### config.mk
export PLATFORM = sky130hd
export DESIGN_NAME = uart_dump_arbiter
export DESIGN_NICKNAME = d
export VERILOG_FILES = /design/src/rtl/uart_dump_arbiter.sv
export SDC_FILE = /design/constraint.sdc
export NUM_CORES = 1
export LEC_CHECK = 0
export ABC_AREA = 1
export CAP_MARGIN = 20
export CORE_MARGIN = 5
export CORE_UTILIZATION = 42
export CTS_CLUSTER_SIZE = 20
export DETAILED_ROUTE_END_ITERATION = 10
export GPL_TIMING_DRIVEN = 1
export PLACE_DENSITY_LB_ADDON = 0.12
export RECOVER_POWER = 100
export SYNTH_ARGS = -nofsm -noshare
export SYNTH_HDL_FRONTEND = slang
export SYNTH_SLANG_ARGS = --single-unit
### constraint.sdc
create_clock -name clk -period 1.88 [get_ports clk]
set_input_delay 0.188 -clock clk [delete_from_list [all_inputs] [get_ports clk]]
set_output_delay 0.188 -clock clk [all_outputs]
set_load 0.01 [all_outputs]
### src/rtl/uart_dump_arbiter.sv
// rtl/uart_dump_arbiter.sv - round-robin sequencer streaming RAM windows from NUM_REQ requesters to one uart_tx
// Optional feature: define DUMP_HEADER_EN to prefix each transfer with header byte 8'hA0 | requester index.

module uart_dump_arbiter #(
   parameter int NUM_REQ = 4,
   parameter int ADDR_W  = 15,
   parameter int LEN_W   = 15
) (
   input  logic                      clk,
   input  logic                      reset,
   input  logic [NUM_REQ-1:0]        req,
   input  logic [NUM_REQ*ADDR_W-1:0] base_addr,
   input  logic [NUM_REQ*LEN_W-1:0]  length,
   output logic [ADDR_W-1:0]         ram_addr,
   input  logic [7:0]                ram_data,
   output logic [7:0]                tx_data,
   output logic                      tx_do,
   input  logic                      send_ok,
   output logic [NUM_REQ-1:0]        grant,
   output logic [NUM_REQ-1:0]        done,
   output logic                      busy
);

   localparam int IDX_W = $clog2(NUM_REQ);

   typedef enum logic [2:0] {
      S_IDLE,
      S_ARB,
      S_FETCH,
      S_SEND,
      S_GAP,
      S_FIN
   } state_t;

   state_t             state_q, state_d;
   logic [IDX_W-1:0]   ptr_q, ptr_d;
   logic [IDX_W-1:0]   owner_q, owner_d;
   logic [NUM_REQ-1:0] grant_q, grant_d;
   logic [ADDR_W-1:0]  addr_q, addr_d;
   logic [LEN_W-1:0]   rem_q, rem_d;
   logic [7:0]         tx_data_q, tx_data_d;
   logic               gap_q, gap_d;
   logic               abort_q, abort_d;
`ifdef DUMP_HEADER_EN
   logic               hdr_pend_q, hdr_pend_d;
   logic               hdr_cur_q, hdr_cur_d;
`endif

   logic [IDX_W-1:0]   pick_idx;
   logic               pick_found;
   logic [IDX_W:0]     rr_sum;
   logic               owner_req;
   logic               do_abort;

   logic [ADDR_W-1:0]  base_arr [NUM_REQ];
   logic [LEN_W-1:0]   len_arr  [NUM_REQ];

   for (genvar g = 0; g < NUM_REQ; g++) begin : g_unpack
      assign base_arr[g] = base_addr[g*ADDR_W +: ADDR_W];
      assign len_arr[g]  = length[g*LEN_W +: LEN_W];
   end

   function automatic logic [IDX_W-1:0] inc_wrap(input logic [IDX_W-1:0] v);
      return (v == IDX_W'(NUM_REQ - 1)) ? '0 : v + IDX_W'(1);
   endfunction

   assign owner_req = req[owner_q];

   // First requester at or after ptr, scanning cyclically.
   always_comb begin
      pick_found = 1'b0;
      pick_idx   = '0;
      rr_sum     = '0;
      for (int k = 0; k < NUM_REQ; k++) begin
         rr_sum = {1'b0, ptr_q} + (IDX_W+1)'(k);
         if (rr_sum >= (IDX_W+1)'(NUM_REQ)) begin
            rr_sum = rr_sum - (IDX_W+1)'(NUM_REQ);
         end
         if (!pick_found && req[rr_sum[IDX_W-1:0]]) begin
            pick_found = 1'b1;
            pick_idx   = rr_sum[IDX_W-1:0];
         end
      end
   end

   always_comb begin
      state_d   = state_q;
      ptr_d     = ptr_q;
      owner_d   = owner_q;
      grant_d   = grant_q;
      addr_d    = addr_q;
      rem_d     = rem_q;
      tx_data_d = tx_data_q;
      gap_d     = gap_q;
      abort_d   = abort_q;
      do_abort  = 1'b0;
`ifdef DUMP_HEADER_EN
      hdr_pend_d = hdr_pend_q;
      hdr_cur_d  = hdr_cur_q;
`endif

      case (state_q)
         S_IDLE: begin
            if (pick_found) begin
               owner_d = pick_idx;
               grant_d = NUM_REQ'(1) << pick_idx;
               addr_d  = base_arr[pick_idx];
               rem_d   = len_arr[pick_idx];
               gap_d   = 1'b0;
               abort_d = 1'b0;
`ifdef DUMP_HEADER_EN
               hdr_pend_d = 1'b1;
               hdr_cur_d  = 1'b0;
`endif
               state_d = S_ARB;
            end
         end

         S_ARB: begin
            if (!owner_req) begin
               do_abort = 1'b1;
            end else
`ifdef DUMP_HEADER_EN
            if (hdr_pend_q) begin
               tx_data_d  = 8'hA0 | 8'(owner_q);
               hdr_pend_d = 1'b0;
               hdr_cur_d  = 1'b1;
               state_d    = S_SEND;
            end else
`endif
            if (rem_q == '0) begin
               state_d = S_FIN;
            end else begin
               state_d = S_FETCH;
            end
         end

         S_FETCH: begin
            if (!owner_req) begin
               do_abort = 1'b1;
            end else begin
               tx_data_d = ram_data;
               state_d   = S_SEND;
            end
         end

         // A dropped request is remembered; the byte on the wire is still finished.
         S_SEND: begin
            if (!owner_req) begin
               abort_d = 1'b1;
            end
            if (send_ok) begin
               if (abort_q || !owner_req) begin
                  do_abort = 1'b1;
               end else begin
                  gap_d   = 1'b0;
                  state_d = S_GAP;
`ifdef DUMP_HEADER_EN
                  if (hdr_cur_q) begin
                     hdr_cur_d = 1'b0;
                  end else
`endif
                  begin
                     addr_d = addr_q + ADDR_W'(1);
                     rem_d  = rem_q - LEN_W'(1);
                  end
               end
            end
         end

         S_GAP: begin
            if (!owner_req) begin
               do_abort = 1'b1;
            end else if (!gap_q) begin
               gap_d = 1'b1;
            end else if (rem_q == '0) begin
               state_d = S_FIN;
            end else begin
               state_d = S_FETCH;
            end
         end

         S_FIN: begin
            grant_d = '0;
            ptr_d   = inc_wrap(owner_q);
            state_d = S_IDLE;
         end

         default: begin
            grant_d = '0;
            state_d = S_IDLE;
         end
      endcase

      if (do_abort) begin
         grant_d = '0;
         ptr_d   = inc_wrap(owner_q);
         state_d = S_IDLE;
      end
   end

   always_ff @(posedge clk or negedge reset) begin
      if (!reset) begin
         state_q   <= S_IDLE;
         ptr_q     <= '0;
         owner_q   <= '0;
         grant_q   <= '0;
         addr_q    <= '0;
         rem_q     <= '0;
         tx_data_q <= '0;
         gap_q     <= 1'b0;
         abort_q   <= 1'b0;
`ifdef DUMP_HEADER_EN
         hdr_pend_q <= 1'b0;
         hdr_cur_q  <= 1'b0;
`endif
      end else begin
         state_q   <= state_d;
         ptr_q     <= ptr_d;
         owner_q   <= owner_d;
         grant_q   <= grant_d;
         addr_q    <= addr_d;
         rem_q     <= rem_d;
         tx_data_q <= tx_data_d;
         gap_q     <= gap_d;
         abort_q   <= abort_d;
`ifdef DUMP_HEADER_EN
         hdr_pend_q <= hdr_pend_d;
         hdr_cur_q  <= hdr_cur_d;
`endif
      end
   end

   assign ram_addr = addr_q;
   assign tx_data  = tx_data_q;
   assign tx_do    = (state_q == S_SEND);
   assign grant    = grant_q;
   assign done     = (state_q == S_FIN) ? grant_q : '0;
   assign busy     = |grant_q;

endmodule
==> results of run 1 <==
==> registers in the layout, summed over array words and instances, names as in the netlist <==
name,flops
ptr_q,2
state_q,3
abort_q,1
owner_q,2
rem_q,15
gap_q,1
tx_data,8
grant,4
ram_addr,15
==> cells in the mapped netlist (3+ instances only) <==
library cell  instances  area [sq um]
o21ai_0              30           150
mux2_2                8          90.1
buf_4                 6          45.0
ha_1                  4          50.1
a31oi_1               5          31.3
buf_6                 7          78.8
xor2_1                3          26.3
nand2_1             363          1360
nand4_1              50           313
nand3_1              29           145
clkbuf_1              5          18.8
nand2_2               3          18.8
inv_1                78           293
nor2_1               48           180
dfrtp_1              51          1280
inv_2                 3          11.3
nor3_1                9          45.0
o32ai_1               4          35.0
buf_2                22           110
a21oi_1              50           250
==> critical path, stage by stage (launching register included) <==
cell and delay, ps:
dfrtp_2 460, inv_2 180, nand2_2 90, nand2_2 110, buf_4 120, buf_4 100
buf_4 100, nand4_1 110, nand2_2 140, inv_4 70, buf_4 140, buf_12 130
nand2_1 80, nand3_2 110, nand2_1 100, nand2_1 50
==> layer usage <==
layer | track usage | share of wire
met5 | 0 | 0
met4 | 0.0876 | 0.028
met3 | 0.0526 | 0.084
met2 | 0.463 | 0.49
met1 | 0.338 | 0.39
==> kinds of logic (layout without fill, tap and decap cells) <==
group / count (synthesis) / count (layout) / share of synthesized area
simple gates: 508 / 509 / 0.459
buf+inv: 123 / 347 / 0.123
compound gates: 94 / 94 / 0.108
flops: 51 / 51 / 0.274
mux: 8 / 8 / 0.0194
fa+ha+maj: 4 / 4 / 0.0108
xor+xnor: 3 / 3 / 0.00565
==> through the flow <==
stage / setup TNS (ps) / std cells / util / instance area [sq um] / hold slack [ps]
final: -9320 / 1156 / 0.718 / 7790 / 223
after detailed placement: -14380 / 1106 / 0.620 / 6720 / 350
after CTS: -5280 / 1147 / 0.698 / 7560 / 14.4
after global routing: -14000 / 1156 / 0.718 / 7790 / 373
after floorplan: 0 / 791 / - / 4650 / -108
after global placement: -11050 / 1106 / 0.620 / 6720 / 347
==> final timing paths <==
check	startpoint	to	slack (ps)
min in group clk	ram_data[1]	tx_data[1]	490
max in group asynchronous	reset	ptr_q[1]	790
max	ptr_q[1]	ram_addr[9]	-320
max reg2reg	ptr_q[1]	ram_addr[9]	-320
min reg2reg	rem_q[1]	rem_q[1]	500
min	reset	grant[1]	220
==> final cells by class <==
type | count | area share
clock buffer | 5 | 0.00884
clock inverter | 3 | 0.00595
inverter | 83 | 0.0429
multi-input combinational | 618 | 0.406
sequential | 51 | 0.164
tap | 140 | 0.0225
timing repair buffer | 254 | 0.347
timing repair inverter | 2 | 0.00225
==> timing repair <==
action / in CTS / in global routing
setup buffers: 22 / 11
pin swaps: 19 / 26
cloned: 13 / 2
endpoints found under the setup margin: 42 / 51
hold endpoints to repair: 0 / 0
resized for setup: 79 / 59
==> power breakdown <==
part           leakage [nW]  switching (mW)  internal [mW]  total, mW
combinational          3.37            8.45           6.80       15.3
sequential            0.607           0.479           1.70       2.18
clock                0.0548           0.402          0.402      0.804
==> flow_summary.yaml, run 1 <==
pwr:
  power_leakage_nw: 4.03
  pwr_density_cell_mw_per_mm2: 2340
  report.power.total_mw: 18.2
  ir_worst_vdd_v: 0.00136
cells_and_area:
  final_cell_mix: "nand2_1, clkdlybuf4s50_1, inv_1"
  layout_commonest_cell: "nand2_1"
  drive_gt1_frac: 0.194
  seqCellArea_sq_mm: 0.00128
  syn_to_final_growth_pct: 67.5
  nFillCells: 893
  antenna_cells: 0
  fin_nets: 1154
  multiInputGateArea_sq_mm: 0.00316
timing:
  max-slew-margin-rel: 0.128
  slew_violations: 0
  setup_ws_ps: -324
  period_minus_slack_ps: 2200
  post-route-period-util: 1.17
  hold_viol_final: 0
  worst_slew_pin_slew_ps: 1310
  setup_viol: 39
  skew_ps: 9.43
  timing.fmax_mhz: 454
  grt_setup_unrepaired: "true"
routing:
  drtAntennaViolNets: 0
  first_pass_iters: 6
  drt-total-wl_um: 18300
  vias_per_cell: 5.35
  drc_errors: 0
  via_count: 6183
  wl_per_cell_um: 15.8
  first_iter_violations: 410
clock_network:
  cts_buffers: 5
  hold_buffers: 0
  cts_root_buffer: "clkbuf_8"
  clk_path_buf_depth: 2
  clock_latency_ps: 320
  htreeDepth: 2
  cts_tree: "done"
  clk_pin_slew_ps: 100
  cts_sinks: 51
synthesis:
  synth_enable_flop_cells: 0
  synthCells: 791
  synth_cell_type_count: 31
  syn_nets: 930
  synth-main-ff-cell: "dfrtp_1"
  ys_ff_latch: 51
  synth_area_sq_mm: 0.00465
  async_flop_share: 1.00
  ys_seq_area_frac: 0.274
  synth_warnings: 0
  avgSynthCellArea_sq_um: 5.88
outcome:
  status: "finished with violations"
  failed_checks: "setup timing"
worst_setup_path:
  start_kind: "flop"
  worstPathArrival_ps: 2420
  cp_max_fo: 10
  worstRegToRegCells: 15
  crit_required_ps: 2100
  setup.worst_path.class: "flop to flop"
  cp-end-kind: "flop"
placed_design:
  post-place-ws_ps: -425
  finalWeightedCongestion: 0.880
  buffer_ports.inserted: 167
  dpl.hpwl_um: 11900
die:
  start_util: 0.429
  dieHeight_um: 115
  coreArea_sq_mm: 0.0108
  die_x_um: 115
  rows: 38
  dieArea_sq_mm: 0.0133
  num_io_pins: 168
run:
  cap_violations: 0
global_routing:
  antenna_found_initial: 0
  grt_pass1_vias: 6099
  grt_pass1_wl_um: 29200
  grt_use_total: 0.269
  overflow: 0
  grt_max_degree: 52
hold_path:
  hold_path.class: "primary input to async pin"
(Power assumes the default switching activity.)
==> run 2, diff against run 1 <==
SLEW_MARGIN = 20   (was not set)
==> results of run 2 <==
Same layout as run 1: the final DEF is identical, and so are final timing and power.
==> run 3, diff against run 2 <==
CORE_ASPECT_RATIO = 1.4   (was not set)
CTS_CLUSTER_SIZE = 28   (was 20)
SLEW_MARGIN = not set   (was 20)
==> run 3 against run 2 <==
The run still ends with setup timing left. Sequential share of layout area rose by 0.32 points. Global-route usage grew 0.72 points. Register-to-register slack improved by 30 ps. Final cell count decreased by 0.61%. Routed wire length up 4.9%. Worst setup slack gained 35 ps. Core utilization shrank 1.4 points. Clock power increased by 11%. First-iteration DRC count shrank 17%. Critical path type unchanged. Largest power group unchanged. Highest routed layer unchanged.
==> flow_summary.yaml, run 3 (same netlist as run 1, synthesis figures left out) <==
placed_design:
  placed_cells: 1121
  dpl.hpwl_um: 13900
  dpl_cell_area_sq_mm: 0.00680
  finalWeightedCongestion: 0.958
  buffer_ports.inserted: 167
routing:
  drtAntennaViolNets: 0
  first_iter_violations: 339
  m1WireLength_um: 6920
  via_count: 6118
  wl_met2_um: 10300
  highest_layer: "met4"
  drt-total-wl_um: 19200
  wl_per_cell_um: 16.7
  first_pass_iters: 5
  drc_errors: 0
  wl_met3_um: 1180
  vias_per_cell: 5.32
timing:
  hold_viol_final: 0
  timing.fmax_mhz: 461
  grt_setup_unrepaired: "true"
  post-route-period-util: 1.15
  setup_ws_ps: -289
  max-slew-margin-rel: 0.128
  final.setup.tns_ps: -7040
  whs_ps: 500
  period_minus_slack_ps: 2170
  setup_viol: 34
  slew_violations: 0
  skew_ps: 10.7
  worst_slew_pin_slew_ps: 1310
global_routing:
  grt_pass1_vias: 6159
  grt_pass1_wl_um: 29900
  overflow: 0
  antenna_found_initial: 1
  grt_max_degree: 45
  grt_use_total: 0.276
outcome:
  failed_checks: "setup timing"
  status: "finished with violations"
clock_network:
  cts_sinks: 51
  clk_pin_slew_ps: 70
  cts_tree: "done"
  cts_buffers: 5
  clk_path_buf_depth: 2
  cts_root_buffer: "clkbuf_16"
  clock_latency_ps: 290
  htreeDepth: 2
cells_and_area:
  layout_commonest_cell: "nand2_1"
  fin_nets: 1146
  syn_to_final_growth_pct: 64.6
  fin_cells: 1149
  fin_area_sq_mm: 0.00765
  final_cell_mix: "nand2_1, clkdlybuf4s50_1, inv_1"
  drive_gt1_frac: 0.201
hold_path:
  hold_path.class: "flop to flop"
pwr:
  power_leakage_nw: 3.89
  ir_worst_vdd_v: 0.00122
  pwr_density_cell_mw_per_mm2: 2310
  report.power.total_mw: 17.7
worst_setup_path:
  start_kind: "flop"
  setup.worst_path.class: "flop to flop"
  crit_required_ps: 2070
  cp-end-kind: "flop"
  worstPathArrival_ps: 2360
  cp_max_fo: 7
die:
  dieArea_sq_mm: 0.0133
  dieHeight_um: 134
  start_util: 0.428
  num_io_pins: 168
  rows: 45
  die_x_um: 98.9
  coreArea_sq_mm: 0.0109
run:
  cap_violations: 0
-- run 3: changes by cell type in the layout (fill, tap and decap cells not counted), sizes merged, moves of 3 or more --
cell           previous run  this run
inv                      86        82
bufbuf                    3         0
clkdlybuf4s50           132       137
dlygate4sd2               5         1
buf                      79        75
clkinv                    0         4
-- run 3: critical path, stage by stage, from the launching register on --
cell and delay [ps]:
dfrtp_2 480, buf_6 170, nand2_4 60, nand2_4 70
nand2_2 70, nand2_2 60, nand2_4 100, nand2_4 60
nand2_4 90, nand3_4 140, buf_6 180, buf_8 130
nand2_2 40, nand2_1 50, nand2_1 70, nand3_2 120
nand2_1 110, nand2_1 60
-- run 3: what timing repair did --
item	in CTS	in global routing
gates resized for setup	74	71
endpoints found under the hold margin	20	0
hold buffers	1	0
setup buffers	10	3
cloned	5	4
pin swaps	20	40
endpoints found under the setup margin	48	41
-- run 3: cell type report --
| type | count | area [sq um] |
|---|---|---|
| Clock inverter | 2 | 13.8 |
| Inverter | 83 | 324 |
| Fill cell | 933 | 3220 |
| Multi-Input combinational cell | 618 | 3180 |
| Sequential cell | 51 | 1280 |
| Timing Repair inverter | 1 | 5.00 |
| Antenna cell | 1 | 2.50 |
| Clock buffer | 5 | 125 |
| Tap cell | 141 | 176 |
| Timing Repair Buffer | 247 | 2550 |
-- run 3: final timing paths --
kind / from / end / slack [ps] / cells after the start
max: ptr_q[0] / ram_addr[9] / -290 / 17
min: rem_q[1] / rem_q[1] / 500 / 2
max reg2reg: ptr_q[0] / ram_addr[9] / -290 / 17
min reg2reg: rem_q[1] / rem_q[1] / 500 / 2
max in group asynchronous: reset / ptr_q[0] / 210 / 3
min in group asynchronous: reset / rem_q[2] / 710 / 2
-- run 3: metrics by stage --
step                setup slack, ps   util
floorplan                      56.3      -
global placement               -478  0.626
detailed placement             -496  0.626
CTS                            -266  0.680
global route                   -420  0.704
finish                         -289  0.704
-- run 3: report_power, final --
| group | internal, mW | leakage [nW] | switching [mW] |
|---|---|---|---|
| clock | 0.487 | 0.0697 | 0.405 |
| combinational | 6.20 | 3.22 | 8.33 |
| sequential | 1.71 | 0.604 | 0.531 |
| total | 8.40 | 3.89 | 9.27 |
-- run 3: routing by layer --
| metal | track usage | vias up |
|---|---|---|
| met5 | 0 | - |
| met2 | 0.527 | 260 |
| li1 | - | 2975 |
| met3 | 0.0372 | 49 |
| met1 | 0.300 | 2834 |
| met4 | 0.117 | 0 |
